<file path="config.mk">
export PLATFORM = sky130hd
export DESIGN_NAME = menu_ctrl
export DESIGN_NICKNAME = d
export VERILOG_FILES = /design/src/rtl/menu_pkg.sv /design/src/rtl/menu_key_edge.sv /design/src/rtl/menu_ctrl.sv
export SDC_FILE = /design/constraint.sdc
export NUM_CORES = 1
export LEC_CHECK = 0
export CORE_MARGIN = 10
export CORE_UTILIZATION = 34
export DETAILED_ROUTE_END_ITERATION = 8
export PLACE_DENSITY = 0.61
export SLEW_MARGIN = 20
export SYNTH_ARGS = -nofsm -noshare
export SYNTH_HDL_FRONTEND = slang
export SYNTH_SLANG_ARGS = --single-unit
</file>
<file path="constraint.sdc">
create_clock -name clk -period 4.05 [get_ports clk]
set_input_delay 0.405 -clock clk [delete_from_list [all_inputs] [get_ports clk]]
set_output_delay 0.405 -clock clk [all_outputs]
set_load 0.01 [all_outputs]
</file>
<file path="src/rtl/menu_pkg.sv">
// rtl/menu_pkg.sv - screen encodings and default sizes shared by menu_ctrl and its key front end
package menu_pkg;

  typedef enum logic [1:0] {
    SCR_MENU  = 2'd0,
    SCR_GAME  = 2'd1,
    SCR_PAUSE = 2'd2,
    SCR_OVER  = 2'd3
  } screen_e;

  localparam logic [1:0] ITEM_START = 2'd0;

  localparam int N_ITEMS_DEF      = 3;
  localparam int OVER_HOLD_DEF    = 180;
  localparam int REPEAT_DELAY_DEF = 30;
  localparam int REPEAT_RATE_DEF  = 6;

endpackage

</file>
<file path="src/rtl/menu_key_edge.sv">
// rtl/menu_key_edge.sv - press detect and frame-pending flag for one key; auto-repeat under MENU_KEY_REPEAT_EN
module menu_key_edge
`ifdef MENU_KEY_REPEAT_EN
#(
  parameter int REPEAT_DELAY = 30,
  parameter int REPEAT_RATE  = 6,
  parameter bit CAN_REPEAT   = 1'b0
)
`endif
(
  input  logic clk,
  input  logic rst,
  input  logic key_i,
  input  logic tick_i,
`ifdef MENU_KEY_REPEAT_EN
  input  logic menu_i,
`endif
  output logic pend_o
);

  logic key_q;
  logic pend_q, pend_d;
  logic press;

  // A press landing in the tick cycle survives the clear and waits for the next frame.
  assign press  = key_i & ~key_q;
  assign pend_d = tick_i ? press : (pend_q | press);

  always_ff @(posedge clk) begin
    if (!rst) begin
      key_q  <= 1'b1;
      pend_q <= 1'b0;
    end else begin
      key_q  <= key_i;
      pend_q <= pend_d;
    end
  end

`ifdef MENU_KEY_REPEAT_EN
  localparam int CW = $clog2(REPEAT_DELAY + 1);

  logic [CW-1:0] cnt_q, cnt_d;
  logic          fire;

  // Synthetic press is injected straight into the tick it belongs to.
  assign fire = CAN_REPEAT & tick_i & menu_i & key_i & (cnt_q == CW'(REPEAT_DELAY - 1));

  always_comb begin
    cnt_d = cnt_q;
    if (!key_i) begin
      cnt_d = '0;
    end else if (fire) begin
      cnt_d = CW'(REPEAT_DELAY - REPEAT_RATE);
    end else if (tick_i && (cnt_q != CW'(REPEAT_DELAY - 1))) begin
      cnt_d = cnt_q + 1'b1;
    end
  end

  always_ff @(posedge clk) begin
    if (!rst) cnt_q <= '0;
    else      cnt_q <= cnt_d;
  end

  assign pend_o = pend_q | fire;
`else
  assign pend_o = pend_q;
`endif

endmodule

</file>
<file path="src/rtl/menu_ctrl.sv">
// rtl/menu_ctrl.sv - frame-synchronous menu/game/pause/over sequencer; MENU_KEY_REPEAT_EN enables up/down auto-repeat
module menu_ctrl
  import menu_pkg::*;
#(
  parameter int N_ITEMS   = N_ITEMS_DEF,
  parameter int OVER_HOLD = OVER_HOLD_DEF
`ifdef MENU_KEY_REPEAT_EN
  ,
  parameter int REPEAT_DELAY = REPEAT_DELAY_DEF,
  parameter int REPEAT_RATE  = REPEAT_RATE_DEF
`endif
) (
  input  logic       clk,
  input  logic       rst,
  input  logic       vblnk_in,
  input  logic       key_up,
  input  logic       key_down,
  input  logic       key_enter,
  input  logic       key_esc,
  input  logic       game_over,
  output logic [1:0] screen_sel,
  output logic [1:0] item_sel,
  output logic       game_en,
  output logic       game_rst,
  output logic       item_act
);

  localparam int         OW        = $clog2(OVER_HOLD + 1);
  localparam logic [1:0] ITEM_LAST = 2'(N_ITEMS - 1);

  screen_e       state_q, state_d;
  logic [1:0]    item_q, item_d;
  logic [OW-1:0] over_q, over_d;
  logic          vblnk_q, p_over_q, p_over_d;
  logic          en_q, en_d, grst_q, grst_d, act_q, act_d;
  logic          tick;
  logic [3:0]    keys, pend;
  logic          ev_over, ev_esc, ev_enter, ev_ud, ev_up, ev_down;

  assign tick     = vblnk_in & ~vblnk_q;
  assign keys     = {key_esc, key_enter, key_down, key_up};
  assign p_over_d = tick ? game_over : (p_over_q | game_over);

  for (genvar i = 0; i < 4; i++) begin : g_key
`ifdef MENU_KEY_REPEAT_EN
    menu_key_edge #(
      .REPEAT_DELAY(REPEAT_DELAY),
      .REPEAT_RATE (REPEAT_RATE),
      .CAN_REPEAT  (i < 2)
    ) u_edge (
      .clk   (clk),
      .rst   (rst),
      .key_i (keys[i]),
      .tick_i(tick),
      .menu_i(state_q == SCR_MENU),
      .pend_o(pend[i])
    );
`else
    menu_key_edge u_edge (
      .clk   (clk),
      .rst   (rst),
      .key_i (keys[i]),
      .tick_i(tick),
      .pend_o(pend[i])
    );
`endif
  end

  always_comb begin
    state_d = state_q;
    item_d  = item_q;
    over_d  = over_q;
    grst_d  = 1'b0;
    act_d   = 1'b0;
    // Only the highest-priority pending event acts; opposing up/down cancel.
    ev_over  = p_over_q;
    ev_esc   = ~ev_over & pend[3];
    ev_enter = ~ev_over & ~pend[3] & pend[2];
    ev_ud    = ~ev_over & ~pend[3] & ~pend[2];
    ev_up    = ev_ud & pend[0] & ~pend[1];
    ev_down  = ev_ud & pend[1] & ~pend[0];
    if (tick) begin
      case (state_q)
        SCR_MENU: begin
          if (ev_enter) begin
            if (item_q == ITEM_START) begin
              state_d = SCR_GAME;
              grst_d  = 1'b1;
            end else begin
              act_d = 1'b1;
            end
          end else if (ev_up) begin
            item_d = (item_q == 2'd0) ? ITEM_LAST : item_q - 2'd1;
          end else if (ev_down) begin
            item_d = (item_q == ITEM_LAST) ? 2'd0 : item_q + 2'd1;
          end
        end
        SCR_GAME: begin
          if (ev_over) begin
            state_d = SCR_OVER;
            over_d  = '0;
          end else if (ev_esc) begin
            state_d = SCR_PAUSE;
          end
        end
        SCR_PAUSE: begin
          if (ev_over) begin
            state_d = SCR_OVER;
            over_d  = '0;
          end else if (ev_esc) begin
            state_d = SCR_GAME;
          end else if (ev_enter) begin
            state_d = SCR_MENU;
            item_d  = ITEM_START;
          end
        end
        SCR_OVER: begin
          over_d = over_q + 1'b1;
          if (ev_enter || (over_d >= OW'(OVER_HOLD - 1))) begin
            state_d = SCR_MENU;
            item_d  = ITEM_START;
            over_d  = '0;
          end
        end
        default: state_d = SCR_MENU;
      endcase
    end
    en_d = (state_d == SCR_GAME);
  end

  always_ff @(posedge clk) begin
    if (!rst) begin
      state_q  <= SCR_MENU;
      item_q   <= ITEM_START;
      over_q   <= '0;
      vblnk_q  <= 1'b1;
      p_over_q <= 1'b0;
      en_q     <= 1'b0;
      grst_q   <= 1'b0;
      act_q    <= 1'b0;
    end else begin
      state_q  <= state_d;
      item_q   <= item_d;
      over_q   <= over_d;
      vblnk_q  <= vblnk_in;
      p_over_q <= p_over_d;
      en_q     <= en_d;
      grst_q   <= grst_d;
      act_q    <= act_d;
    end
  end

  assign screen_sel = state_q;
  assign item_sel   = item_q;
  assign game_en    = en_q;
  assign game_rst   = grst_q;
  assign item_act   = act_q;

endmodule
</file>
After elaboration in Yosys (flattened, before gate mapping):

Index checks and enable logic that the tools add are counted.

* add/subtract/negate cells: 3
* $lt $le $gt $ge: 1
* equality and inequality tests: 12
* mux-type cells: 30
* bitwise logic cells: 28
* reductions and logical operators: 9

Operators by type and width (count)
* $mux 2: 18
* $mux 8: 2
* $pmux 8 s2: 1
* $and 1x1->1: 13
* $ne 2x2->1 const B: 5
* $not 1->1: 10
* $add 8x1->8 const B: 1
* $ge 8x8->1 const B: 1
* $pmux 2 s4: 1
* $reduce_and 8->1: 1
* $mux 1: 7
* $eq 2x2->1 const B: 3
* $pmux 2 s3: 1
* $or 1x1->1: 5
* $eq 2x1->1 const B: 2
* $logic_not 2->1: 2
* $reduce_and 4->1: 1
* $ne 3x3->1 const B: 1
* $reduce_and 3->1: 1
* $reduce_bool 3->1: 1
* $add 2x1->2 const B: 1
* $ne 2x1->1 const B: 1
* $reduce_bool 2->1: 1
* $reduce_or 2->1: 1
* 2 further kinds: 2

* flip-flop bits (word level): 25
* output and inout port bits: 7
* word-level logic and storage cells: 99

Logic depth before layout (Yosys ltp):

* depth in word-level cells: 9
* gate-level depth with buffers: 8
* mapped depth without buffers: 7

Cells and area by module:

From an unflattened synthesis, not the netlist that was laid out.

* cell total of the unflattened synthesis: 172
* area, all modules: 1493.9 um^2

By module, submodules not included
* menu_ctrl: times used 1, cells each 148, area an instance 1213.7 um^2
* menu_key_edge: times used 4, cells each 6, area an instance 70.1 um^2

Worst setup path before layout:

Ideal clock, no wire load.

* path type: register to register
* start point: register state_q[0] (netlist: screen_sel[0])
* end point: register over_q[6]
* library setup time: 0.070 ns
* arrival time: 1.940 ns
* required time: 3.980 ns
* slack: 2.040 ns
* stages on the path, launching flop included: 7
* buffers on the path: 0
* period minus slack after synthesis: 2.010 ns
* cells stage by stage: dfxtp_1 > inv_1 > ha_1 > mux2_2 > nand2_1 > or4b_2 > a21oi_1

* word-level cells in the longest chain between the ends: 4
* elaborated cells between the ends (all ways): 8
* those cells by class: eq/ne (4); mux (1); reduce/logical (3)

Ends and longest elaborated chain
* start: declaration: line menu_ctrl.sv:31 `screen_e state_q, state_d;`
* start signal: assignment: line menu_ctrl.sv:142 `state_q <= state_d;`
* $eq 2x2->1 / $eq 2x1->1 (equally long branches): line menu_ctrl.sv:83 `case (state_q)`
* $reduce_or 2->1 (no source line)
* $ne 2x1->1 (no source line) / $reduce_bool 2->1 (equally long branches)
* $reduce_and 3->1 (no source line)
* end signal: assignment: line menu_ctrl.sv:144 `over_q <= over_d;`
* end: declaration: line menu_ctrl.sv:33 `logic [OW-1:0] over_q, over_d;`

Several ways; a longest one is shown, not always the timed one.
A chain may end at the register's enable or synchronous reset.

Worst setup path after layout:

* start point: register over_q[1]
* end point: register over_q[1]

* word-level cells in the longest chain between the ends: 5

Ends and longest elaborated chain
* $add 8x1->8 (*): line menu_ctrl.sv:118 `over_d = over_q + 1'b1;`
* $ge 8x8->1: line menu_ctrl.sv:119 `if (ev_enter || (over_d >= OW'(OVER_HOLD - 1))) begin`
* $logic_or 1x1->1: line menu_ctrl.sv:119
* $mux 8 (*): line menu_ctrl.sv:119
* $pmux 8 s2 (*): line menu_ctrl.sv:83

Mark *: on every way between the ends. The rest lies on a longest branch, timed or not.

==> flow_summary.ini <==
[floorplanning]
io_pins = 15
start_util_pct = 35.59
rows = 23
die_x_um = 84.94
die_h_um = 84.94
die-area_um2 = 7215
core_um2 = 4029

[final_layout]
nets = 207
final_layout_size_suffix_gt1_share_pct = 5.882
utilization_pct = 40.71
final_area_um2 = 1640
diodes = 0
areaGrowthSynthToFinish_pct = 14.40
fillers = 417

[clocking]
cts_buffers = 3
ctsResizeCount = 0
cts_root_buf = clkbuf_8
clkTransAtPathRegs_ns = 0.09
cts_sinks = 25
post_cts_buffers = 0
clock_path_buffers = 2
clk_latency_ns = 0.26
postCtsHoldBufs = 0
htree_levels = 1
cts_tree = yes

[timing]
period_share_pct = 64.92
fmax_mhz = 380.3
rsz0062_at_grt = false
worst_slack_ns = 1.421
hold_viol_final = 0
tightest_slew_ns = 0.7050
whs_ns = 0.4990
finalCriticalPeriod_ns = 2.629
timing.final.max_slew_violations = 0
slew_headroom_pct = 52.72
worst_clock_skew_ns = 0.001288
setup_tns_ns = 0
setup_viol = 0

[critical_path]
path_class = reg2reg
slowest_delay_ns = 0.62
startpoint_type = register
crit_required_ns = 4.24
end_kind = register
slowest_stage = o31ai_2
arrival_ns = 2.82
crit_fanout = 11
path_cells = ha_1 -> nor2_1 -> a32o_1 -> o22a_1 -> o31ai_2 -> or3b_1 -> a21oi_1

[routing]
via_per_inst = 5.165
antenna_left = 0
vias = 1224
drtPass1Iterations = 4
wirelength_um = 3031
routedWlPerCell_um = 12.79
drc = 0
drt_iter0_drc = 160

[synth]
synth_flop_cell = dfxtp_1
synth_top_area_cell = dfxtp_1
async_flop_share_pct = 0
synth_cells = 176
synth_common_cells = dfxtp_1 (25), nand2_1 (21), nor2_1 (19), a21oi_1 (13)
synth_most_common_cell = dfxtp_1
synth_edf_count = 0
ys_warn_count = 0
yosysUniqueCellTypes = 41
synth.cell_area_um2 = 1434
syn_nets = 195
ys_top_cells_by_area = dfxtp_1 (35%), ha_1 (9.6%), nand2_1 (5.5%), nor2_1 (5.0%), a21oi_1 (4.5%)
synth_top_area_share_pct = 34.90
yosysSeqAreaShare_pct = 34.90
synth_seq_cells = 25
syn_area_per_cell_um2 = 8.147

[power]
vdd_drop_max_uv = 166.9
p_leak_nw = 0.6232
p_per_area_nw_per_um2 = 265.2

[run]
cap_viol_max_count = 0

[global_routing]
grt_start_max_net_pins = 18
grt_overflow = 0
grt_pass1_vias = 1155
grt_pass1_wl_um = 5250
grt.total_usage_pct = 8.456
antenna_found_initial = 0

[placed_design]
dp_slack_ns = 1.409
hpwlAfterDp_um = 2263
port_buffers = 14
dpl_cell_area_um2 = 1595
gp_congestion = 0.8160

[outcome]
status = completed

[worst_hold_path]
holdCritPathClass = reg2reg
-- cell usage in the layout, fill, tap and decap left out, types with 2 or more instances in the layout --
cell	instances
ha_1	11
inv_1	7
dfxtp_1	25
mux2_2	2
nor3b_1	2
a32o_1	2
nand2b_1	6
nand4_1	3
nor4_1	2
mux2i_1	2
o21ai_0	11
nand3b_1	2
xor2_1	2
o22a_1	2
nand2_1	21
nand3_1	8
nor3_1	4
a31oi_1	2
clkdlybuf4s50_1	14
nor2_1	19
nor2b_1	6
a21oi_1	13
clkbuf_8	3
-- layout make-up --
type,count,area [µm²],area share [%]
repair buffers,14,140.1,8.543
multi-input cells,137,865.8,52.78
well taps,50,62.56,3.814
inverters,7,26.28,1.602
clock buffers,4,45.04,2.746
flip-flops and latches,25,500.5,30.51
-- state kept, by name, summed over array words and instances, names as in the netlist, 2 cells and up --
signal / flops
over_q: 8
screen_sel: 2
g_key.u_edge.key_q: 4
item_sel: 2
g_key.u_edge.pend_o: 4
-- cell families after synthesis --
| kind of cell | share of synthesized area, % |
|---|---|
| xor gates and xnor gates | 1.222 |
| muxes | 2.967 |
| AOI/OAI and AO/OA | 16.32 |
| DFF | 34.90 |
| buffers and inverters | 4.712 |
| adders and majority gates | 9.598 |
| and+or+nand+nor | 30.28 |
-- critical path, delay by kind of cell (launching register included) --
kind	cells	cell delay (ns)
DFF	1	0.47
adders and majority gates	1	0.35
AOI/OAI and AO/OA	4	1.25
and+or+nand+nor	2	0.48
-- through the flow --
| step | power, W | std cells |
|---|---|---|
| after global placement | 0.0002933 | 233 |
| after detailed placement | 0.0002938 | 233 |
| final | 0.0004350 | 237 |
| after global routing | 0.0004563 | 237 |
| after floorplan | 0.0002803 | 176 |
| after CTS | 0.0004432 | 237 |
-- routing by layer --
metal  vias up  wire, µm  global-route usage [%]
met4         0        41                   3.593
met5         -         0                       0
met2        25      1337                   13.15
met1       555      1541                   11.18
met3         2       109                   1.338
li1        642         -                       -
-- worst paths after layout --
check,startpoint,end,slack [ns],cells past startpoint
setup / recovery,over_q[1],over_q[1],1.42,7
hold / removal,item_sel[0],item_sel[0],0.50,2
setup reg to reg,over_q[1],over_q[1],1.42,7
hold reg to reg,item_sel[0],item_sel[0],0.50,2
-- power by group --
part           switching [W]  internal (W)  total [W]
Clock              0.0000766     0.0000702   0.000147
Sequential        0.00000498      0.000251   0.000256
Combinational      0.0000159     0.0000160  0.0000318
Total              0.0000974      0.000338   0.000435
Note: power is estimated with default switching activity, not from simulation.
